===== config.mk =====
export PLATFORM = sky130hd
export DESIGN_NAME = sierpinski_lfsr_gen
export DESIGN_NICKNAME = d
export VERILOG_FILES = /design/src/rtl/sierpinski_lfsr_gen.sv
export SDC_FILE = /design/constraint.sdc
export NUM_CORES = 1
export LEC_CHECK = 0
export BUFFER_PORTS_ARGS = -buffer_cell sky130_fd_sc_hd__buf_4
export CORE_MARGIN = 3
export CORE_UTILIZATION = 25
export DETAILED_ROUTE_END_ITERATION = 6
export PLACE_DENSITY_LB_ADDON = 0.2
export SYNTH_ARGS = -nofsm -noshare
export SYNTH_HDL_FRONTEND = slang
export SYNTH_SLANG_ARGS = --single-unit

===== constraint.sdc =====
create_clock -name clk -period 2.46 [get_ports clk]
set_input_delay 0.246 -clock clk [delete_from_list [all_inputs] [get_ports clk]]
set_output_delay 0.246 -clock clk [all_outputs]
set_load 0.005 [all_outputs]

===== src/rtl/sierpinski_lfsr_gen.sv =====
// Pattern generator: Galois LFSR or rule-90 cellular automaton, streamed over valid/ready.
// Latency: first word (the seed) is valid the cycle after start; then one word per handshake.
// Backpressure: out_ready low (or ena low) holds state and out_data stable; out_valid stays up.
module sierpinski_lfsr_gen #(
  parameter int unsigned      WIDTH    = 14,
  parameter logic [WIDTH-1:0] POLY     = 14'h002B,
  parameter logic [WIDTH-1:0] SEED_RST = 14'h0080,
  parameter int unsigned      CNT_W    = 16
) (
  input  logic             clk,
  input  logic             rst_n,
  input  logic             ena,
  input  logic             load,
  input  logic [WIDTH-1:0] seed,
  input  logic [1:0]       mode,
  input  logic             start,
  input  logic             stop,
  input  logic [CNT_W-1:0] num_steps,
  output logic [WIDTH-1:0] out_data,
  output logic             out_valid,
  input  logic             out_ready,
  output logic             busy,
  output logic             done,
  output logic             period_hit
);

  localparam logic [1:0] MODE_LFSR = 2'd0;
  localparam logic [1:0] MODE_WRAP = 2'd2;
  localparam logic [1:0] MODE_RSVD = 2'd3;

  typedef enum logic [1:0] {
    S_IDLE = 2'd0,
    S_RUN  = 2'd1,
    S_DONE = 2'd2
  } fsm_t;

  typedef struct packed {
    logic [1:0]       mode;
    logic [CNT_W-1:0] remaining;
    logic [WIDTH-1:0] seed;
  } run_ctx_t;

  fsm_t             fsm_q, fsm_d;
  logic [WIDTH-1:0] state_q, state_d;
  run_ctx_t         run_q, run_d;
  logic             hit_q, hit_d;
  logic [WIDTH-1:0] load_val;
  logic [WIDTH-1:0] adv;

  // Rule 90 is built from a copy of the state padded with one boundary cell at each
  // end, so bit i of the result is simply ext[i] ^ ext[i+2].
  function automatic logic [WIDTH-1:0] step_fn(input logic [WIDTH-1:0] s,
                                               input logic [1:0]       m);
    logic [WIDTH+1:0] ext;
    logic [WIDTH-1:0] r;
    ext = '0;
    r   = '0;
    if (m == MODE_LFSR) begin
      r = (s << 1) ^ (s[WIDTH-1] ? POLY : '0);
    end else begin
      ext[WIDTH:1] = s;
      if (m == MODE_WRAP) begin
        ext[0]       = s[WIDTH-1];
        ext[WIDTH+1] = s[0];
      end
      r = ext[WIDTH-1:0] ^ ext[WIDTH+1:2];
    end
    return r;
  endfunction

  always_comb begin
    fsm_d    = fsm_q;
    state_d  = state_q;
    run_d    = run_q;
    hit_d    = 1'b0;
    // An all-zero LFSR never leaves zero, so a zero seed in LFSR mode becomes 1.
    load_val = ((seed == '0) && (mode == MODE_LFSR)) ? WIDTH'(1) : seed;
    adv      = step_fn(state_q, run_q.mode);

    case (fsm_q)
      S_IDLE, S_DONE: begin
        if (fsm_q == S_DONE) fsm_d = S_IDLE;
        if (load) state_d = load_val;
        if (start && (mode != MODE_RSVD)) begin
          fsm_d           = S_RUN;
          run_d.mode      = mode;
          run_d.remaining = num_steps;
          run_d.seed      = load ? load_val : state_q;
        end
      end
      S_RUN: begin
        if (out_ready) begin
          state_d = adv;
          if (run_q.remaining != '0) run_d.remaining = run_q.remaining - CNT_W'(1);
          if (run_q.remaining == CNT_W'(1)) fsm_d = S_DONE;
          hit_d = (run_q.mode == MODE_LFSR) && (adv == run_q.seed);
        end
        // Abort wins over completion: a stop never produces a done pulse.
        if (stop) fsm_d = S_IDLE;
      end
      default: fsm_d = S_IDLE;
    endcase
  end

  always_ff @(posedge clk or negedge rst_n) begin
    if (!rst_n) begin
      fsm_q <= S_IDLE;
    end else if (ena) begin
      fsm_q <= fsm_d;
    end
  end

  always_ff @(posedge clk or negedge rst_n) begin
    if (!rst_n) begin
      state_q <= SEED_RST;
      run_q   <= '0;
      hit_q   <= 1'b0;
    end else if (ena) begin
      state_q <= state_d;
      run_q   <= run_d;
      hit_q   <= hit_d;
    end
  end

  assign out_data   = state_q;
  assign out_valid  = (fsm_q == S_RUN);
  assign busy       = (fsm_q == S_RUN);
  assign done       = (fsm_q == S_DONE);
  assign period_hit = hit_q;

endmodule


Word level (Yosys, flattened, before mapping). Cells that the tools add are included.

Input port bits: 39. Logic and storage cells: 57. Output and inout port bits: 18. Flip-flop bits (word level): 49.

Reductions and logical operators: 14. Add/sub/neg operators: 1. Multiplexer cells: 22. Equality and inequality tests: 12. Bitwise operators: 2.

Operator list (number): $mux 14 (4); $mux 16 (2); $pmux 16 s2 (1); $mux 30 (1); $pmux 14 s2 (1); $eq 16x1->1 const B (1); $reduce_bool 16->1 (1); $sub 16x1->16 const B (1); $eq 14x14->1 (1); $logic_not 14->1 (1); $xor 14x14->14 (1); $xor 14x6->14 (1); $mux 2 (5); $logic_not 2->1 (3); $mux 1 (6); $mux 6 (1); $ne 2x2->1 const B (3); $ne 3x3->1 const B (2); $reduce_and 3->1 (2); $reduce_and 5->1 (1); $eq 2x2->1 const B (2); $pmux 2 s2 (1); $reduce_and 4->1 (1); $logic_and 1x1->1 (3); other kinds (5) (5).

Logic depth before layout (Yosys ltp).
Word-level depth: 9. Depth in mapped cells: 7. Depth with buffers taken out: 7.

Worst setup path before layout. No wires, ideal clock.

Path kind: flip-flop to flip-flop. Start point: reg run_q[20] (netlist bit). End point: reg run_q[14] (netlist bit). Required time: 2336 ps. Period minus slack after synthesis: 1842 ps. Library setup time: 124 ps. Stages on the path, launching flop included: 6. Setup slack: 618 ps. Buffers on the path: 0. Arrival: 1718 ps. Cells stage by stage: dfrtp_1 > nor4_4 > nand4_4 > o311ai_4 > nor3_1 > a211o_1.

Cells in the longest elaborated chain, start to end: 3.

Ends and longest elaborated chain: start, declared (RTL line 45) `run_ctx_t run_q, run_d;`; start signal, assigned (RTL line 120) `run_q <= run_d;`; $reduce_bool 16->1 (RTL line 94) `if (run_q.remaining != '0) run_d.remaining = run_q.remaining - CNT_W'(1);`; $ne 2x1->1 (no line); $reduce_and 5->1 (no line).

No other way between the ends. A chain may end at the register's enable or synchronous reset.

Worst setup path in the final report.
Start point: reg run_q[30] (netlist bit). End point: reg hit_q, in the netlist period_hit.

Cells in the longest elaborated chain, start to end: 9. Elaborated cells between the ends (all ways): 12. Those cells by class: 2 x eq/ne; 7 x mux; 1 x bitwise; 2 x reduce/logical.

Ends and longest elaborated chain: $eq 2x2->1 (RTL line 62) `if (m == MODE_WRAP) begin`; $mux 1 (RTL line 62); $mux 1 (RTL line 58) `if (m == MODE_LFSR) begin`; $xor 14x14->14 (RTL line 66) `r = ext[WIDTH-1:0] ^ ext[WIDTH+1:2];`; $mux 14 (RTL line 58); $eq 14x14->1 (RTL line 96) `hit_d = (run_q.mode == MODE_LFSR) && (adv == run_q.seed);`; $logic_and 1x1->1 * (RTL line 96); $mux 1 * (RTL line 92) `if (out_ready) begin`; $mux 1 * (RTL line 80) `case (fsm_q)`; end signal, assigned (RTL line 121) `hit_q <= hit_d;`; end, declared (RTL line 46) `logic hit_q, hit_d;`.

Mark *: on every way between the ends. The rest lies on a longest branch, timed or not. The select of a mux whose other input is x is not followed.

==> results.py <==
metrics = {
    "setup_path": {
        "crit_type": "reg2reg",
        "r2r_slack_ps": 440,
        "rr_endpoint": "period_hit",
        "cp_max_fo": 14,
        "required_ps": 2660,
        "rr_worst_depth": 5,
        "cpLargestDelayFamily": "simple AND/OR/NAND/NOR gates",
        "slowest_delay_ps": 530,
        "cp.arrival_ps": 2230,
        "crit_buf_inv": 0,
        "startpoint_type": "register",
        "rr_startpoint": "run_q[30]",
        "endpoint_kind": "register",
        "crit_chain": "or2_1 -> nor3_1 -> nand4_1 -> or4_1 -> o31ai_1",
        "cp_slowest_cell": "or4_1",
        "path_depth": 5,
    },
    "power": {
        "seqPwrFrac_pct": 34.1,
        "p_int_mw": 2.84,
        "pwr-share-comb_pct": 48.8,
        "irDropWorstVdd_mv": 0.319,
        "switchingPower_mw": 1.96,
        "p_per_area_nw_per_um2": 1220,
        "p_leak_nw": 1.66,
        "netSwitchingFraction_pct": 40.8,
        "pwr-share-clk_pct": 17.2,
    },
    "yosys": {
        "netlist_area_um2": 3180,
        "synth_edf_count": 0,
        "ys_warn_count": 0,
        "postSynthAreaPerCell_um2": 8.78,
        "synth.ff_latch_count": 49,
        "async_flop_share_pct": 100,
        "postSynthCellCount": 362,
        "yosysUniqueCellTypes": 52,
        "syn_nets": 404,
        "seq_area_frac_synth_pct": 38.6,
        "yosys_most_used_dff": "dfrtp_1",
    },
    "global_route": {
        "antenna_found_initial": 0,
        "use_met2_pct": 21.2,
        "grt_pass1_wl_mm": 15.2,
        "use_met3_pct": 3.64,
        "grt_max_degree": 50,
        "grt_usage_pct": 13.5,
        "grt.busiest_layer": "met2",
        "grt_use_met1_pct": 18.5,
        "overflow": 0,
        "grt_pass1_vias": 2816,
    },
    "clocking": {
        "cts_tree": "done",
        "cts_buffers": 5,
        "postCtsSetupRepairBufs": 0,
        "clk_latency_ps": 300,
        "numClockSinks": 49,
        "clkTransAtPathRegs_ps": 70,
        "cts_root_buf": "clkbuf_16",
        "h-tree-depth": 2,
        "cts-resized-gates": 0,
        "clock_tree.buffer_depth": 2,
        "cts_hold_buf": 0,
    },
    "sta": {
        "fin_ws_ps": 435,
        "whs_ps": -21.3,
        "finalMaxSlewViolations": 0,
        "rsz0062_at_grt": "false",
        "finalHoldViolCount": 23,
        "max_freq_mhz": 494,
        "min_period_ps": 2020,
        "period_share_pct": 82.3,
        "maxSlewHeadroom_pct": 54.6,
        "setup_viol": 0,
        "finalSetupTns_ps": 0,
        "max_slew.worst_pin.slew_ps": 681,
        "clock_skew_ps": 6.97,
    },
    "finish": {
        "layout_common_cells": "69 x buf_4, 48 x dfrtp_1, 33 x nor2_1, 33 x a21oi_1",
        "final_common_cell": "buf_4",
        "fin_area_um2": 3960,
        "drive_gt1_share_pct": 20.5,
        "fin_nets": 455,
        "syn_to_final_growth_pct": 24.5,
        "post-route-util_pct": 32.4,
        "diodes": 0,
        "fill_cells": 1321,
    },
    "placement": {
        "port-buffer-count": 56,
        "dp_hpwl_mm": 6.73,
        "gp_congestion": 0.829,
        "dp_slack_ps": 464,
        "placed_cell_area_um2": 3780,
    },
    "job": {
        "max-cap-violations": 0,
    },
    "detailed_routing": {
        "drc": 0,
        "via_per_inst": 4.84,
        "detail_route.iter0.violations": 220,
        "ant_nets": 0,
        "wl_per_cell_um": 16.0,
        "drt-total-wl_mm": 9.32,
        "drt_first_pass_iters": 5,
        "vias": 2816,
    },
    "floorplanning": {
        "num_io_pins": 57,
        "die_y_um": 119,
        "die-area_um2": 14100,
        "start_util_pct": 26.0,
        "std_cell_rows": 40,
        "die_w_um": 119,
        "core_um2": 12200,
    },
    "worst_hold_path": {
        "hold_class": "in2async",
    },
    "status": {
        "violations": "hold timing",
        "status": "finished, violations left",
    },
}
[state kept, by name (all words and copies together), names as in the netlist]
name,flops
out_data,14
fsm_q,2
period_hit,1
run_q,32
[per-layer routing]
layer	part of all wire [%]	wire length, µm
met1	48	4470
met2	44	4140
met3	6.4	599
met4	1.1	104
met5	0	0
[cell usage after synthesis, drive strengths merged, types with 4 or more instances]
master | n | share of area [%]
buf | 8 | 1.8
nand3 | 6 | 0.95
nor2 | 33 | 3.9
o21a | 7 | 1.7
a21oi | 33 | 5.2
o21ai | 54 | 8.5
mux2i | 13 | 4.1
clkbuf | 17 | 2.0
xnor3 | 4 | 2.8
a22oi | 6 | 1.4
o22ai | 8 | 1.6
inv | 7 | 0.83
xnor2 | 23 | 6.3
nor4 | 5 | 1.5
nor3 | 13 | 2.2
nand2 | 28 | 3.3
dfrtp | 48 | 38
nor3b | 4 | 0.95
[layout make-up]
cell class / count / area [µm²] / area share, %
Clock buffer: 7 / 143 / 3.61
Clock inverter: 1 / 30.0 / 0.759
Inverter: 7 / 26.3 / 0.664
Multi-Input combinational cell: 281 / 1800 / 45.5
Sequential cell: 49 / 1230 / 31.0
Tap cell: 168 / 210 / 5.31
Timing Repair Buffer: 69 / 518 / 13.1
[worst max path at each step]
stage | start | endpoint | slack (ps)
floorplan | run_q[20] | run_q[14] | 620
global placement | run_q[30] | period_hit | 530
detailed placement | run_q[31] | period_hit | 460
CTS | run_q[31] | period_hit | 440
global route | run_q[30] | period_hit | 220
finish | run_q[30] | period_hit | 440
[power by group through the flow]
stage / Combinational (mW) / Clock (mW) / Sequential, mW
after floorplan: 1.78 / 0 / 1.47
after global placement: 2.35 / 0 / 1.65
after detailed placement: 2.35 / 0 / 1.65
after CTS: 2.36 / 0.861 / 1.64
after global routing: 2.61 / 0.886 / 1.70
final: 2.34 / 0.825 / 1.64
[metrics by stage]
stage	instances	hold WS [ps]	power, mW
floorplan	362	-49.6	3.26
global placement	574	333	4.00
detailed placement	574	336	4.00
CTS	582	12.4	4.86
global route	582	39.4	5.20
finish	582	-21.3	4.81
[logic make-up after synthesis]
family / after synthesis / share of synthesized area [%]
AO/OA/AOI/OAI: 124 / 23.2
XOR/XNOR: 30 / 10.0
adder cells (fa/ha/maj): 3 / 1.18
buffers and inverters: 32 / 4.65
flip-flops: 49 / 38.6
multiplexers: 15 / 4.80
AND/OR/NAND/NOR: 109 / 17.6
No activity file was read; power rests on OpenSTA's default activity.
